==> src/rtl/ppm_pkg.sv <==
// ppm_pkg: shared FSM state encoding and constants for pulse_period_monitor
package ppm_pkg;
  typedef enum logic [1:0] {
    IDLE    = 2'd0,
    MEASURE = 2'd1,
    LOCKED  = 2'd2
  } state_t;
  localparam int ERR_CNT_W = 8;
endpackage

==> src/rtl/ppm_edge_det.sv <==
// ppm_edge_det: rising-edge detector; define PULSE_SYNC_EN to put a 2-flop synchronizer in front
module ppm_edge_det (
  input  logic clk,
  input  logic rst_n,
  input  logic pulse_in,
  output logic rise
);
  logic src;
  logic pulse_d;
`ifdef PULSE_SYNC_EN
  logic [1:0] sync;
  always_ff @(posedge clk or negedge rst_n)
    if (!rst_n) sync <= '0;
    else sync <= {sync[0], pulse_in};
  assign src = sync[1];
`else
  assign src = pulse_in;
`endif
  always_ff @(posedge clk or negedge rst_n)
    if (!rst_n) pulse_d <= 1'b0;
    else pulse_d <= src;
  assign rise = src & ~pulse_d;
endmodule

==> src/rtl/pulse_period_monitor.sv <==
// pulse_period_monitor: measures clocks between strobe rising edges, locks on EXP_PERIOD, flags errors
module pulse_period_monitor
  import ppm_pkg::*;
#(
  parameter int CNT_W      = 8,
  parameter int EXP_PERIOD = 4,
  parameter int LOCK_COUNT = 3,
  parameter int TIMEOUT    = 16
) (
  input  logic                 clk,
  input  logic                 rst_n,
  input  logic                 en,
  input  logic                 pulse_in,
  output logic [CNT_W-1:0]     period,
  output logic                 period_valid,
  output logic                 locked,
  output logic                 err,
  output logic [ERR_CNT_W-1:0] err_cnt
);
  state_t state, state_n;
  logic rise;
  logic hit;
  logic [CNT_W-1:0] cnt, cnt_n, period_n;
  logic [3:0] match_cnt, match_n;
  logic pv_n, locked_n, err_n;
  ppm_edge_det u_edge (
    .clk      (clk),
    .rst_n    (rst_n),
    .pulse_in (pulse_in),
    .rise     (rise)
  );
  assign hit = cnt == CNT_W'(EXP_PERIOD);
  always_ff @(posedge clk or negedge rst_n)
    if (!rst_n) state <= IDLE;
    else state <= state_n;
  always_comb begin
    state_n  = state;
    cnt_n    = cnt;
    match_n  = match_cnt;
    period_n = period;
    pv_n     = 1'b0;
    locked_n = locked;
    err_n    = 1'b0;
    if (!en) begin
      state_n  = IDLE;
      cnt_n    = '0;
      match_n  = '0;
      locked_n = 1'b0;
    end else if (state == IDLE) begin
      if (rise) begin
        cnt_n   = CNT_W'(1);
        state_n = MEASURE;
      end
    end else if (rise) begin
      period_n = cnt;
      pv_n     = 1'b1;
      cnt_n    = CNT_W'(1);
      if (state == MEASURE) begin
        match_n = hit ? match_cnt + 4'd1 : 4'd0;
        if (match_n == 4'(LOCK_COUNT)) begin
          state_n  = LOCKED;
          locked_n = 1'b1;
        end
      end else if (!hit) begin
        err_n    = 1'b1;
        locked_n = 1'b0;
        match_n  = '0;
        state_n  = MEASURE;
      end
    end else if (cnt == CNT_W'(TIMEOUT)) begin
      err_n    = 1'b1;
      cnt_n    = '0;
      match_n  = '0;
      locked_n = 1'b0;
      state_n  = IDLE;
    end else begin
      cnt_n = cnt + CNT_W'(1);
    end
  end
  always_ff @(posedge clk or negedge rst_n)
    if (!rst_n) begin
      cnt          <= '0;
      match_cnt    <= '0;
      period       <= '0;
      period_valid <= 1'b0;
      locked       <= 1'b0;
      err          <= 1'b0;
      err_cnt      <= '0;
    end else begin
      cnt          <= cnt_n;
      match_cnt    <= match_n;
      period       <= period_n;
      period_valid <= pv_n;
      locked       <= locked_n;
      err          <= err_n;
      err_cnt      <= err_cnt + ERR_CNT_W'(err_n && err_cnt != '1);
    end
endmodule

==> config.mk <==
export PLATFORM = sky130hd
export DESIGN_NAME = pulse_period_monitor
export DESIGN_NICKNAME = d
export VERILOG_FILES = /design/src/rtl/ppm_pkg.sv /design/src/rtl/ppm_edge_det.sv /design/src/rtl/pulse_period_monitor.sv
export SDC_FILE = /design/constraint.sdc
export NUM_CORES = 1
export LEC_CHECK = 0
export ABC_AREA = 1
export CAP_MARGIN = 15
export CORE_MARGIN = 2
export CORE_UTILIZATION = 44
export CTS_CLUSTER_SIZE = 10
export DETAILED_ROUTE_END_ITERATION = 10
export HOLD_SLACK_MARGIN = 0.12
export PLACE_DENSITY_LB_ADDON = 0.05
export SYNTH_ARGS = -nofsm -noshare
export SYNTH_HDL_FRONTEND = slang
export SYNTH_HIERARCHICAL = 1
export SYNTH_SLANG_ARGS = --single-unit
==> constraint.sdc <==
create_clock -name clk -period 2.1 [get_ports clk]
set_clock_uncertainty 0.2 [all_clocks]
set_input_delay 0.315 -clock clk [delete_from_list [all_inputs] [get_ports clk]]
set_output_delay 0.315 -clock clk [all_outputs]
set_load 0.02 [all_outputs]
==> results.txt, run 1 <==
The count of flip-flops with a built-in enable after synthesis came out at 0. The average vias per placed instance is 5.033. By area the synthesized netlist is led by sky130_fd_sc_hd__dfrtp_1 50%, sky130_fd_sc_hd__nand2_1 7.9%, sky130_fd_sc_hd__inv_1 4.6%.

The placeable core area came out at 3689 µm². The detailed placer's ending HPWL is 2839 µm. The max-capacitance violation count came out at 0. The number of pins with negative max-slew slack in the final report is 0. The count of mapped cells out of synthesis came out at 193.

Synthesis produced a netlist with a net count of 202. Setup repair after global routing could not meet its margin everywhere. The library cell used most frequently in the layout, excluding fill and tap cells, is sky130_fd_sc_hd__nand2_1.

The buffer depth of the longest clock path came out at 2. The share of the clock period used by the worst path after layout came out at 1.079. The number of antenna violations at the first check in global routing is 0. The start-to-end type of the worst setup path is reg2reg.

The total power consumption of the routed design is 0.002087 W. The switching power is 0.0006047 W. The setup total negative slack came out at -0.6459 ns. The H-tree depth came out at 2.

The proportion of total power due to net switching came out at 0.2898. The share of total power dissipated in combinational logic is 0.257. The maximum number of pins on one net before global-route repair is 35.

Before antenna repair, the detailed router went through 4 iterations. The quantity of I/O buffers inserted on ports came out at 22. The mean routed wirelength per cell came out at 12.71 µm.

The layout overhead on the synthesized area came out at 44.37%. After layout, the minimum clock period comes to 2.265 ns. The DRC violation count after routing came out at 0. The count of final hold-check violations is 0. The tree is rooted in a sky130_fd_sc_hd__clkbuf_8. The horizontal die dimension is 66.37 µm. The count of filler cells inserted in the layout is 291. The mapped cell area is 1712 µm².

The area used by multi-input combinational logic is 848.3 µm². The arrival time reported for the critical path endpoint came out at 2.28 ns. The most used flip-flop cell after synthesis is sky130_fd_sc_hd__dfrtp_1.

The final count of negative-setup-slack endpoints came out at 6. The number of placed cells counting well taps is 290. The checks that failed: negative setup slack. The highest ir drop seen on vdd is 0.0005598 V. The number of buffers added by the clock tree synthesis step is 5.

The capturing element type of the critical path is a flop. The detail route stage leaves a number of antenna-violating nets equal to 0. The die covers 4405 µm².

The boundary pin count is 23. For this design, the slowest cell found on the critical path is sky130_fd_sc_hd__dfrtp_1. Cell internal power was estimated by the tool at 0.001482 W. The cell type with the largest total area after synthesis is sky130_fd_sc_hd__dfrtp_1.

In this run the static leakage power is 1.127 nW. The fraction of the yosys area taken by sequential cells is 0.4971. The global routing stage identified its most utilized layer as met2. The worst relative slew slack is 0.7103. CTS saw 34 sinks. The number of warnings printed during yosys synthesis came out at 6. The tightest hold margin came out at 0.2309 ns. The number of global-route vias before repair is 1560. The cell area reported after detailed placement is 2218 µm². The remaining global-route overflow is 0. STA classifies the critical path startpoint as a flop.

Static timing analysis puts the maximum clock frequency at 441.5 MHz. The detailed-route via count came out at 1525. The layout net count is 263.

The worst hold path belongs to the class in2async. The latest clock arrival within the worst-skew pair is 0.29 ns. The met2 usage came out at 0.3563. The synthesis-stage register bit count is 34.

Along the worst path, the maximum fanout reaches 2. The weighted congestion reported at the end of routability-driven placement came out at 0.8471. For met1 alone, demand over resource in global routing was 0.2415. The count of cell types in the netlist is 26. The top cell types in the final layout, fill and taps aside, are 36 x sky130_fd_sc_hd__nand2_1, 34 x sky130_fd_sc_hd__dfrtp_1, 32 x sky130_fd_sc_hd__buf_4. The setup slack of the critical path after layout came out at -0.1651 ns. The gate family responsible for the most delay along the worst path is simple AND/OR/NAND/NOR gates.

In this run the power density over the cells is 844.4 nW/µm². The sequential standard cell area came out at 850.8 µm². Once layout is complete, the cells apart from fillers number 303. The number of rows created at floorplan is 22. The first global-routing pass estimated 6768 µm of wire. The share of synthesized flip-flops with an asynchronous set or reset came out at 1.000.

The portion of total power attributed to the clock network is 0.360. At the pin with the least slew margin, the transition time is 0.4346 ns. The starting DRC count in detailed routing is 50. The share of total power dissipated in sequential elements is 0.383.

The slack of the worst reg-to-reg path came out at -0.17 ns. The required time reported for the critical path endpoint is 2.11 ns. The aggregate routed wire length is 3852 µm.

The critical path goes through inv_2 > ha_4 > nand3_4 > nor2_4 > nor2_4 > nor4_2 > ha_2 > nand3_4 > nor3_4 > buf_4 > xor2_1. The fraction of layout instances using a drive strength above 1 came out at 0.3176. The flow ran to the end, but the final reports show violations. The post-synthesis average cell area is 8.869 µm². From bottom edge to top edge, the die measures 66.37 µm.

For this configuration, the core starts out at a cell density of 0.4640. The register clock-pin slew on the reported worst setup and hold paths is 0.07 ns. The global-route met3 utilization came out at 0.05792. The global routing usage summed across all routing layers came out at 0.2064. The clock tree from TritonCTS is built. The cell area after layout is 2471 µm². The total buffers and inverters traversed by the critical path is 2. The share of Yosys cell area claimed by the top area cell type is 0.4971.

The longest individual stage delay on the worst path is 0.39 ns. The antenna diode count is 0.
-- Yosys cell counts, drive strengths merged, types with 2 or more instances --
library cell,n
nor3,4
nand4,7
o21ai,17
nand2,42
nor2,24
xnor2,2
inv,26
ha,5
a21oi,8
dfrtp,34
xor2,4
nand3,15
-- per-stage QoR --
stage / util / setup WS [ns]
2_1_floorplan: - / -0.1385
3_3_place_gp: 0.6014 / -0.2820
3_5_place_dp: 0.6014 / -0.3780
4_1_cts: 0.6530 / -0.1520
5_1_grt: 0.6699 / -0.2708
6_report: 0.6699 / -0.1651
-- worst paths after layout --
check | from | end | cells after the start
setup reg to reg | cnt[0] | err_cnt[5] | 11
hold reg to reg | period[4] | period[4] | 2
max in group asynchronous | rst_n | state[0] | 2
min in group clk | period[4] | period[4] | 2
hold / removal | rst_n | period[5] | 2
setup / recovery | cnt[0] | err_cnt[5] | 11
-- logic make-up after synthesis --
family                     count (synthesis)  share of synthesized area
DFF                                       34                     0.4971
and+or+nand+nor                           94                     0.2829
xor gates and xnor gates                   6                    0.03070
AOI/OAI and AO/OA                         27                    0.08918
buffers and inverters                     27                    0.06360
adders and majority gates                  5                    0.03655
-- layout make-up --
type,instances,share of cell area
Tap cell,48,0.02430
Timing Repair Buffer,55,0.1909
Inverter,26,0.03949
Clock inverter,2,0.02430
Clock buffer,6,0.03342
Multi-Input combinational cell,132,0.3433
Sequential cell,34,0.3443
-- registers in the layout (all words and copies together), names as in the netlist --
register and flops:
cnt 8, period_valid 1, err_cnt 8, match_cnt 4, locked 1, u_edge/pulse_d 1
period 8, err 1, state 2
-- power groups by stage --
stage               clock (W)  sequential (W)  combinational, W
finish               0.000752        0.000799          0.000536
CTS                  0.000760        0.000792          0.000526
detailed placement          0        0.000804          0.000505
floorplan                   0        0.000873          0.000192
global route         0.000797        0.000810          0.000584
global placement            0        0.000798          0.000504
-- routing by layer --
layer	up-vias	routed length (µm)
met5	-	0
met4	0	81
met3	9	145
met2	34	1960
met1	731	1664
li1	751	-
-- timing repair --
action | 4_1_cts | 5_1_grt
hold endpoints to repair | 0 | 0
resized for setup | 5 | 9
setup buffers | 3 | 3
endpoints found under the setup margin | 6 | 6
pin swaps | 7 | 6
hold buffers | 0 | 0
No activity file was read; power rests on OpenSTA's default activity.
==> run 2: changes to the inputs <==
==> constraint.sdc (replaced) <==
create_clock -name clk -period 2.4 [get_ports clk]
set_clock_uncertainty 0.2 [all_clocks]
set_input_delay 0.36 -clock clk [delete_from_list [all_inputs] [get_ports clk]]
set_output_delay 0.36 -clock clk [all_outputs]
set_load 0.02 [all_outputs]
==> run 2 against run 1 <==
  * Die area unchanged
  * Setup slack better by 0.26 ns
  * Sequential share of layout area rose by 3.2 points
  * Via count fell by 3.8%
  * Global-route usage fell by 1.6 points
  * Utilization is 5.7 points lower
  * Non-clock buffer count fell by 17
  * Critical path depth unchanged
  * Combinational power down 19%
  * Sequential power decreased by 13%
  * The run now ends clean
  * Clock-buffer cell count up 1
==> results.txt, run 2 (synthesized netlist as in run 1, its figures left out) <==
The die outline height is 66.37 µm. For the worst-skew pair, the clock arrives at the later sink with an insertion delay of 0.28 ns. The tightest hold margin came out at 0.2784 ns. In this run the worst hold path is classified as in2async. The fmax is 433.1 MHz. By startpoint and endpoint, the worst setup path is classified as reg2reg. The antenna diode count is 0. Leaving out fill and tap cells, the most frequent cells in the layout are 35 x sky130_fd_sc_hd__nand2_1, 34 x sky130_fd_sc_hd__dfrtp_1, 22 x sky130_fd_sc_hd__clkdlybuf4s50_1.

The layout overhead on the synthesized area came out at 32.02%. The quantity of I/O buffers inserted on ports came out at 22. The number of stages on the worst setup path came out at 11. The number of nets with antenna violations after routing came out at 0. The flow ran to the end, and the final reports show no timing, DRC or antenna violations. The effective utilization at floorplan came out at 0.4640.

For this run, design rule violations remaining after detail routing come to 0. In the final layout, the share of cells above drive strength 1 is 0.2563. The number of global-route vias before repair came to 1433.

Power spread over the standard cell area amounts to 688.2 nW/µm². The standby leakage power is 1.018 nW. The worst relative slew slack came out at 0.7233. The horizontal die dimension came out at 66.37 µm. The number of rows created at floorplan is 22.

Across the run, the number of max-cap violations was 0. The fraction of the core area covered by cells at the end of the flow came out at 0.6126. The transition time at the pin with the least slew margin is 0.4150 ns. The cell area reported after detailed placement is 2086 µm². The gate family responsible for the most delay along the worst path is simple AND/OR/NAND/NOR gates.

Of all nets on the critical path, the largest fanout is 2. The H-tree depth is 2. The arrival time reported for the critical path endpoint is 2.28 ns.

The net count of the finished layout is 246. The total buffers and inverters traversed by the critical path is 1. The most common cell after layout, fill and taps aside is sky130_fd_sc_hd__nand2_1. The largest registers in the layout are cnt (8), err_cnt (8), period (8). STA puts the critical path data required time at 2.37 ns. The weighted congestion reported at the end of routability-driven placement is 0.8932. TritonCTS built the clock tree. The clock root buffer master is sky130_fd_sc_hd__clkbuf_8. The number of detailed-routing iterations run before antenna repair came out at 4. The global routing usage summed across all routing layers is 0.1908. The average vias per placed instance is 5.129.

In the final routed layout, each cell accounts on average for 12.95 µm. The register clock-pin slew on the reported worst setup and hold paths is 0.07 ns. The capturing element type of the critical path is a flop. The share of the clock period used by the worst path after layout came out at 0.9620.

TritonCTS created 5 clock buffers. The starting DRC count in detailed routing is 74. The post-route non-filler standard cell count is 286. The buffer depth of the longest clock path came out at 2. The number of antenna violations at the first check in global routing is 0. The count of hold-fix buffers inserted at cts came out at 0. The clock sink count came out at 34. The longest individual stage delay on the worst path came out at 0.40 ns. Traced cell by cell, the critical path runs through inv_2 > ha_4 > nand3_4 > nor2_4 > nor2_4 > nor4_4 > ha_2 > nand3_2 > nor3_2 > nand3_1 > xnor2_1. The detailed-route via count came out at 1467.

The path depth of the worst reg2reg path came out at 11. 23 I/O pins were placed. The maximum number of pins on one net before global-route repair is 35. The overall die area is 4405 µm².

STA classifies the critical path startpoint as a flop. The slowest cell on the critical path is sky130_fd_sc_hd__dfrtp_1. After detailed routing, the total wire length is 3703 µm.

The first global-routing pass estimated 6182 µm of wire. By instance count, the cell type seen most on the critical path is sky130_fd_sc_hd__nor2_4. The worst-case IR drop observed on VDD is 0.0005326 V. The remaining global-route overflow came out at 0. For the finished layout, the period the worst path requires is 2.309 ns. The placeable core area is 3689 µm². The count of final hold-check violations came out at 0. The number of placed cells counting well taps is 276. The number of pins with negative max-slew slack in the final report came to 0. Setup violations remaining at the end of the flow were counted as 0. The cell area after layout came out at 2260 µm². The detailed placer's ending HPWL came out at 2617 µm.
[run 2: cell types whose count changed in the layout (fill, tap and decap cells not counted), sizes merged]
| cell | delta |
|---|---|
| buf | -17 |
| clkbuf | +1 |
| bufinv | -2 |
| clkinv | +1 |
[run 2: routing by layer]
layer  vias up  routed length, µm  GRT usage
met2        47               1685     0.3038
li1        721                  -          -
met5         -                  0          0
met4         0                108    0.09439
met3        11                230    0.05792
met1       688               1679     0.2334
[run 2: final timing paths]
kind | slack, ns | endpoint | start
min | 0.28 | period[4] | rst_n
max | 0.09 | err_cnt[7] | cnt[1]
min in group clk | 0.28 | period[3] | period[3]
max in group asynchronous | 1.42 | locked | rst_n
max reg2reg | 0.09 | err_cnt[7] | cnt[1]
min reg2reg | 0.28 | period[3] | period[3]
[run 2: repair_timing]
item | CTS | global route
endpoints found under the setup margin | 0 | 4
resized for setup | 0 | 16
setup buffers | 0 | 2
[run 2: final cells by class]
class                      count  area, µm²
fill                         335       1429
sequential                    34      850.8
multi-input combinational    132      819.5
timing repair buffer          38      340.3
inverter                      26      97.59
clock buffer                   7      86.33
tap                           48      60.06
clock inverter                 1      5.005
[run 2: stage by stage]
step	worst slack (ns)	setup TNS, ns	total power (W)
4_1_cts	0.02058	0	0.001545
3_5_place_dp	-0.1876	-0.4782	0.001107
6_report	0.09120	0	0.001555
5_1_grt	-0.01229	-0.01229	0.001650
2_1_floorplan	0.05969	0	0.0009194
3_3_place_gp	-0.06337	-0.1061	0.001098
[run 2: power by group]
part / switching, W / internal [W] / total, W
Sequential: 0.0000548 / 0.000641 / 0.000695
Clock: 0.000196 / 0.000231 / 0.000428
Combinational: 0.000244 / 0.000188 / 0.000432
Total: 0.000496 / 0.00106 / 0.00156
==> run 3: changes to the inputs <==
--- a/config.mk
+++ b/config.mk
@@ -13,7 +13,9 @@
 export DETAILED_ROUTE_END_ITERATION = 10
 export HOLD_SLACK_MARGIN = 0.12
 export PLACE_DENSITY_LB_ADDON = 0.05
+export SKIP_LAST_GASP = 1
 export SYNTH_ARGS = -nofsm -noshare
 export SYNTH_HDL_FRONTEND = slang
 export SYNTH_HIERARCHICAL = 1
 export SYNTH_SLANG_ARGS = --single-unit
+export TNS_END_PERCENT = 50
==> results of run 3 <==
Same layout as run 2: the final DEF is identical, and so are final timing and power.
